$ cat config.mk
export PLATFORM = sky130hd
export DESIGN_NAME = hilo_muldiv
export DESIGN_NICKNAME = d
export VERILOG_FILES = /design/src/rtl/hilo_muldiv.sv
export SDC_FILE = /design/constraint.sdc
export NUM_CORES = 1
export LEC_CHECK = 0
export ABC_AREA = 1
export ABC_CLOCK_PERIOD_IN_PS = 4700
export BUFFER_PORTS_ARGS = -buffer_cell sky130_fd_sc_hd__buf_2
export CAP_MARGIN = 30
export CORE_UTILIZATION = 40
export CTS_CLUSTER_SIZE = 28
export DETAILED_ROUTE_END_ITERATION = 8
export SYNTH_ARGS = -nofsm -noshare
export SYNTH_HDL_FRONTEND = slang
export SYNTH_SLANG_ARGS = --single-unit
export TNS_END_PERCENT = 5
$ cat constraint.sdc
create_clock -name clk -period 4.7 [get_ports clk]
set_input_delay 0.94 -clock clk [delete_from_list [all_inputs] [get_ports clk]]
set_output_delay 0.94 -clock clk [all_outputs]
set_load 0.03 [all_outputs]
$ cat src/rtl/hilo_muldiv.sv
// hilo_muldiv: iterative 32-cycle multiply/divide unit producing the HI/LO write stream
module hilo_muldiv (
  input  logic        clk,
  input  logic        rst,
  input  logic        start,
  input  logic [2:0]  op,
  input  logic [31:0] src_a,
  input  logic [31:0] src_b,
  input  logic [31:0] cur_hi,
  input  logic [31:0] cur_lo,
  input  logic        cancel,
  output logic        busy,
  output logic        fg_write,
  output logic [31:0] out_hi,
  output logic [31:0] out_lo
);
  typedef enum logic [1:0] {IDLE, RUN, FIN} state_t;
  state_t state, state_n;
  logic [4:0] cnt;
  logic [31:0] hi_r, lo_r, b_r;
  logic is_div, neg_q, neg_r;
  logic sgn, a_neg, b_neg, md_go, dge;
  logic [31:0] a_mag, b_mag, ddiff;
  logic [32:0] msum, dsh;
  logic [63:0] prod;
  // operand conditioning and one iteration step of either algorithm
  always_comb begin
    sgn = !op[0];
    a_neg = sgn & src_a[31];
    b_neg = sgn & src_b[31];
    a_mag = a_neg ? -src_a : src_a;
    b_mag = b_neg ? -src_b : src_b;
    md_go = start & !cancel & !op[2];
    msum = {1'b0, hi_r} + (lo_r[0] ? {1'b0, b_r} : 33'd0);
    dsh = {hi_r, lo_r[31]};
    dge = dsh >= {1'b0, b_r};
    ddiff = dsh[31:0] - b_r;
    prod = neg_q ? -{hi_r, lo_r} : {hi_r, lo_r};
  end
  // state register
  always_ff @(posedge clk) state <= rst ? IDLE : state_n;
  // next state: cancel always wins and returns to IDLE
  always_comb begin
    state_n = cancel ? IDLE :
              state == IDLE ? (md_go ? RUN : IDLE) :
              state == RUN ? (cnt == 5'd31 ? FIN : RUN) : IDLE;
  end
  // outputs decoded from state
  always_comb begin
    busy = state != IDLE;
  end
  // datapath: operand latch, iterations, sign fixup and HI/LO write strobe
  always_ff @(posedge clk) begin
    if (rst) begin
      cnt <= 5'd0;
      hi_r <= 32'd0;
      lo_r <= 32'd0;
      b_r <= 32'd0;
      is_div <= 1'b0;
      neg_q <= 1'b0;
      neg_r <= 1'b0;
      fg_write <= 1'b0;
      out_hi <= 32'd0;
      out_lo <= 32'd0;
    end else begin
      fg_write <= 1'b0;
      if (state == IDLE && start && !cancel) begin
        if (op == 3'b100) begin
          fg_write <= 1'b1;
          out_hi <= src_a;
          out_lo <= cur_lo;
        end else if (op == 3'b101) begin
          fg_write <= 1'b1;
          out_hi <= cur_hi;
          out_lo <= src_a;
        end else if (!op[2]) begin
          cnt <= 5'd0;
          hi_r <= 32'd0;
          lo_r <= a_mag;
          b_r <= b_mag;
          is_div <= op[1];
          neg_q <= (a_neg ^ b_neg) & (!op[1] | (src_b != 32'd0));
          neg_r <= a_neg;
        end
      end else if (state == RUN) begin
        cnt <= cnt + 5'd1;
        hi_r <= is_div ? (dge ? ddiff : dsh[31:0]) : msum[32:1];
        lo_r <= is_div ? {lo_r[30:0], dge} : {msum[0], lo_r[31:1]};
      end else if (state == FIN && !cancel) begin
        fg_write <= 1'b1;
        out_hi <= is_div ? (neg_r ? -hi_r : hi_r) : prod[63:32];
        out_lo <= is_div ? (neg_q ? -lo_r : lo_r) : prod[31:0];
      end
    end
  end
endmodule

==> metrics, run 1 <==
hold buffers post-CTS=0; largest net degree at the start of global routing=102; outcome=finished, final reports clean; CTS sink cnt=171; ys flop type=dfxtp_1; CTS Root Cell=clkbuf_16; max_cap viols=0; Core ar.=43,500 µm²; crit path DAT=3.89 ns; FF-to-FF path depth=17; First-pass DRT Iterations=6; Fmax=287 MHz; GR Util All Layers=39.6%; DR vias=22,700; Syn Std Cell Area=17,700 µm²; Mapped Nets=3,401; Boundary Pins=201; gp weighted congestion=1.11; top post-synthesis cells by area=dfxtp_1 19%, nand2_1 18%, inv_1 9.3%; die area=45,200 µm²; Worst-Skew Late Latency=0.52 ns; Synth warnings=0; Clock Path Buffers=2; row count=76; largest area contributor in the netlist=dfxtp_1; Initial Util=40.8%; post-CTS sizing=0; maximum VDD drop=0.256 mV; Mapped Cells=3,194; Filler Cell Count=4,883; Area growth syn-to-layout=12.4%; Via density=5.78; Final ANT Viol Nets=0; global route total overflow=0; Hold Crit Depth=2; asr flop ratio synth=0%; Placement Cell Area=19,300 µm²; global-route wire length before repair=131 mm; initial drt markers=2,468; synthesis-stage register bit count=171; Die Height=213 µm; vias in the first global route=20,500; P_leak=10.0 nW; min Tclk post-route=3.49 ns; CTS buffer count=17; crit end category=flop; Final Skew=0.0223 ns; Post-synth EDFFs=0; Hold Path Class=reg -> reg; routed length per instance=23.1 µm; most frequent cells in the layout=847 x nand2_1, 437 x inv_1, 331 x nor2_1; power per cell area=237 nW/µm²; RSZ-0062 raised after global routing=no; Synth cell types=53; die outline width=213 µm; pins over their slew limit=0; endpoints failing setup=0; worst setup path class=reg -> reg; H-tree levels=4; Final Cycle Share=74.2%; share of post-route cells with drive strength above 1=10.7%; actual slew at the worst max-slew pin=0.930 ns; Mean Syn Cell Area=5.56 µm²; Reg clk slew, reported paths=0.07 ns; final layout net count=3,530; Layout Cell Area excl Fill=19,900 µm²; final hold violation count=0; postcts setup bufs=0; relative slew slack=37.4%; Routed Wire Length=90.6 mm; Worst Setup Start Kind=flop; Synth top area share=19.3%; leading cell type in the layout, fill and taps excluded=nand2_1; hpwl dp=72.2 mm; CP max FO=24; setup tns final=0 ns; DRC viols=0; sequential share of the synthesized area=19.3%; TritonCTS clock tree=done; IO buf count=200; WP data required=5.10 ns; initial antenna violation count=2; Power Total=4.72 mW
flip-flops by register name, summed over array words and instances (netlist names):
register,flops
b_r,32
hi_r,32
lo_r,32
out_hi,32
out_lo,32
cnt,5
state,2
fg_write,1
is_div,1
neg_q,1
neg_r,1
synth_stat cells (2+ instances only):
| master | instances |
|---|---|
| buf_4 | 2 |
| o31ai_1 | 3 |
| ha_1 | 70 |
| nor2_4 | 4 |
| nand2_2 | 15 |
| nor3_1 | 34 |
| nand3_2 | 7 |
| nand2_1 | 847 |
| buf_1 | 12 |
| a21o_1 | 5 |
| buf_2 | 23 |
| clkbuf_1 | 90 |
| clkinv_1 | 2 |
| a21boi_0 | 2 |
| xnor2_1 | 9 |
| inv_1 | 439 |
| xor2_1 | 39 |
| nand3b_1 | 9 |
| o21ai_1 | 18 |
| fa_1 | 2 |
| dfxtp_1 | 171 |
| a21oi_2 | 2 |
| o21ai_0 | 306 |
| nor3_2 | 6 |
| nor2_1 | 334 |
| nor2_2 | 12 |
| nand3_1 | 272 |
| nor4_1 | 8 |
| a21oi_1 | 239 |
| a31oi_1 | 61 |
| inv_2 | 16 |
| or2_2 | 8 |
| and3_1 | 2 |
| o21a_1 | 3 |
| buf_6 | 4 |
| o221ai_1 | 4 |
| o21bai_1 | 20 |
| nand4_1 | 32 |
| a211oi_1 | 2 |
| o211ai_1 | 47 |
per-stage QoR:
stage	util, %	cells	setup WS, ns	hold WS, ns
2_1_floorplan	-	3194	2.32	0.445
3_3_place_gp	44.4	3889	1.32	0.452
3_5_place_dp	44.4	3889	1.32	0.462
4_1_cts	45.9	3921	1.32	0.473
5_1_grt	45.9	3921	1.10	0.495
6_report	45.9	3922	1.21	0.475
metal layers:
layer	vias to the layer above	part of all wire, %	track usage [%]
li1	10700	-	-
met1	10600	39	47.7
met2	1116	45	62.8
met3	253	8.5	8.26
met4	2	7.5	27.6
met5	-	0.014	0
critical path, stage by stage (launching register included):
cell     delay (ns)
dfxtp_1        0.54
buf_4          0.43
nand2_1        0.13
inv_1          0.07
ha_1           0.17
inv_1          0.06
fa_1           0.42
o21ai_1        0.31
nand2_1        0.12
nand2_1        0.16
nand3_1        0.12
nand2_1        0.10
nand2_1        0.08
nand2_1        0.09
nand2_1        0.05
nand3_1        0.11
nand3_1        0.13
a21oi_1        0.28
logic make-up after synthesis:
group           after synthesis  synth area share (%)
flops                       171                  19.3
buf+inv                     590                  12.9
xor+xnor                     48                  2.37
simple gates               1595                  38.1
fa+ha+maj                    72                  5.16
compound gates              718                  22.2
power breakdown:
group / leakage [nW] / internal, mW / switching [mW]
clock network: 0.311 / 0.971 / 0.697
registers: 1.39 / 1.51 / 0.0833
logic: 8.29 / 0.399 / 1.06
total: 10.0 / 2.88 / 1.84
final cells by class:
cell class / instances / area [µm²] / share of cell area, %
flip-flops and latches: 171 / 3430 / 17.2
diodes: 1 / 2.50 / 0.0126
inverters: 457 / 1720 / 8.61
clock buffers: 22 / 464 / 2.33
clock inverters: 10 / 188 / 0.941
multi-input cells: 2433 / 12100 / 60.5
well taps: 585 / 732 / 3.67
repair buffers: 243 / 1350 / 6.77
path summary, 6_finish.rpt:
| path | startpoint | end | slack, ns |
|---|---|---|---|
| worst min register to register | lo_r[29] | lo_r[29] | 0.48 |
| worst min-delay path | lo_r[29] | lo_r[29] | 0.48 |
| worst max-delay path | lo_r[0] | hi_r[23] | 1.21 |
| worst max register to register | lo_r[0] | hi_r[23] | 1.21 |
Note: power is estimated with default switching activity, not from simulation.
==> run 2: changes to the inputs <==
Settings changed: ABC_CLOCK_PERIOD_IN_PS 4700 to 2900.
Clock period 4.7 ns to 2.9 ns, I/O delays scaled along.
==> run 2 against run 1 <==
  * Combinational power increased by 77%
  * Sequential share of layout area decreased by 0.71 points
  * Sequential cell count did not move
  * Hold slack lost 0.095 ns
  * Die area stayed put
  * Clock skew down 0.0077 ns
  * Register-to-register slack worse by 1.1 ns
  * Non-clock buffer count increased by 100
  * Clock power up 56%
  * Via count increased by 1.2%
  * Global-route usage grew 1.7 points
  * Utilization increased by 2.0 points
  * Largest power group unchanged
  * Highest routed layer unchanged
==> metrics, run 2 (synthesis gave the netlist of run 1 again) <==
outcome=finished, final reports clean; row count=76 (unchanged); power share of the clock group=33.6% (-1.7 points); routed length per instance=23.3 µm (+1.0%); most frequent cells in the layout=847 x nand2_1, 437 x inv_1, 329 x nor2_1; Place WS=0.108 ns (-1.22 ns); Worst R2R Setup Slack=0.07 ns (-1.14 ns); die outline width=213 µm (unchanged); Filler Cell Count=4,783 (-2.0%); Reg clk slew, reported paths=0.08 ns (about the same); crit end category=flop; final layout net count=3,630 (+2.8%); WP data required=3.27 ns (-1.83 ns); pins over their slew limit=0 (unchanged); Final Util=47.9% (+2.0 points); P_int=4.62 mW (+61%); Final Cycle Share=97.6% (+23 points); gp weighted congestion=1.07 (-3.7%); post-route insts no fill=4,022 (+2.5%); leading cell type in the layout, fill and taps excluded=nand2_1; H-tree levels=4 (unchanged); CTS sink cnt=171 (unchanged); initial antenna violation count=2 (unchanged); RSZ-0062 raised after global routing=no; Worst Setup Start Kind=flop; Inst Count DP=3,989 (+2.6%); Power Total=7.73 mW (+64%); endpoints failing setup=0 (unchanged); relative slew slack=41.8% (+4.5 points); hold buffers post-CTS=0 (unchanged); First-pass DRT Iterations=7 (+1); Clock Path Buffers=2 (unchanged); max_cap viols=0 (unchanged); met1 GRT Util=53.2% (+5.5 points); Initial Util=40.8% (unchanged); postcts setup bufs=0 (unchanged); Hold Path Class=in -> reg; reg2reg end=hi_r[26]; min Tclk post-route=2.83 ns (-0.658 ns); P_leak=10.5 nW (+5.3%); DRC viols=0 (unchanged); Worst-Skew Late Latency=0.52 ns (about the same); die area=45,200 µm² (unchanged); Fmax=353 MHz (+23%); vias in the first global route=20,700 (+0.95%); largest net degree at the start of global routing=100 (-2.0%); Area growth syn-to-layout=17.3%; Final Skew=0.0146 ns (-0.00765 ns); maximum VDD drop=0.406 mV (+58%); Logic pwr share=33.5% (+2.5 points); Via density=5.70 (-1.3%); Die Height=213 µm (unchanged); final worst slack=0.0693 ns (-1.14 ns); crit path DAT=3.20 ns (-0.69 ns); startpoint of the worst hold path=src_b[1]; Core ar.=43,500 µm² (unchanged); final hold violation count=0 (unchanged); sequential share of power=32.9% (-0.8 points); CTS buffer count=17 (unchanged); hpwl dp=76.2 mm (+5.6%); setup tns final=0 ns (unchanged); CTS Root Cell=clkbuf_16; DR vias=22,900 (+1.2%); initial drt markers=2,997 (+21%); Routed Wire Length=93.9 mm (+3.6%); Hold Crit Depth=3 (+1); met2 Use GR=63.5% (+0.73 points); global-route wire length before repair=135 mm (+3.6%); share of post-route cells with drive strength above 1=13.6% (+2.9 points); Boundary Pins=201 (unchanged); FF-to-FF path depth=14 (-3); switching fraction of total power=40.2% (+1.1 points); worst setup path class=reg -> reg; TritonCTS clock tree=done; GRT met3 Usage=10.3% (+2.0 points); Hold Path End=b_r[1]; switching power=3.11 mW (+69%); GR Util All Layers=41.3% (+1.7 points); R2R Path Start=lo_r[0]; CP max FO=31 (+29%); actual slew at the worst max-slew pin=0.872 ns (-0.0572 ns); Final ANT Viol Nets=0 (unchanged); power per cell area=372 nW/µm² (+57%); IO buf count=200 (unchanged); post-CTS sizing=0 (unchanged); GR peak layer=met2; global route total overflow=0 (unchanged)
## run 2: cell count changes in the layout (fill, tap and decap cells not counted), moves of 2 or more
cell / delta
inv_6: +4
nor2_1: -2
buf_12: +11
a21oi_2: +2
clkbuf_1: -3
dfxtp_2: +2
buf_4: +89
dfxtp_1: -2
nor2_2: +2
bufinv_16: -2
a21oi_1: -2
## run 2: worst max-delay path, cell delays in order, from the launching register on
cell and delay, ns:
dfxtp_2 0.35, buf_12 0.17, nand2_1 0.12, inv_1 0.05
ha_1 0.37, a21oi_1 0.35, nand2_1 0.16, a21oi_1 0.35
nor2_1 0.07, nor2_1 0.16, a21oi_1 0.10, nor2_1 0.22
nor2_1 0.08, nand2_1 0.07, a21oi_1 0.06
## run 2: worst max path at each step
stage	from	endpoint	slack, ns	cells after the start
after floorplan	lo_r[0]	hi_r[31]	0.67	19
after global placement	b_r[8]	hi_r[19]	0.07	15
after detailed placement	b_r[8]	hi_r[24]	0.11	16
after CTS	b_r[8]	hi_r[26]	0.08	15
after global routing	b_r[19]	hi_r[26]	0.001	15
final	lo_r[0]	hi_r[26]	0.07	14
## run 2: cell type report
class	instances	area, µm²	area share [%]
Multi-Input combinational cell	2433	12100	58.0
Sequential cell	171	3430	16.5
Timing Repair Buffer	343	2240	10.8
Inverter	457	1720	8.25
Tap cell	585	732	3.52
Clock buffer	18	439	2.11
Clock inverter	14	180	0.866
Antenna cell	1	2.50	0.0120
## run 2: metal layers
layer,part of all wire [%],routed length (µm)
met2,44,41100
met1,41,38500
met3,9.8,9190
met4,5.5,5130
met5,0.0096,9
## run 2: power by group through the flow
stage	sequential, mW	combinational [mW]	clock (mW)
after floorplan	2.62	1.45	0
after global placement	2.59	2.51	0
after detailed placement	2.59	2.51	0
after CTS	2.54	2.52	2.62
after global routing	2.55	2.78	2.71
final	2.54	2.59	2.60
## run 2: through the flow
stage | hold slack, ns | area [µm²]
2_1_floorplan | 0.445 | 17700
3_5_place_dp | 0.470 | 20200
5_1_grt | 0.372 | 20800
6_report | 0.380 | 20800
4_1_cts | 0.351 | 20800
3_3_place_gp | 0.454 | 20200
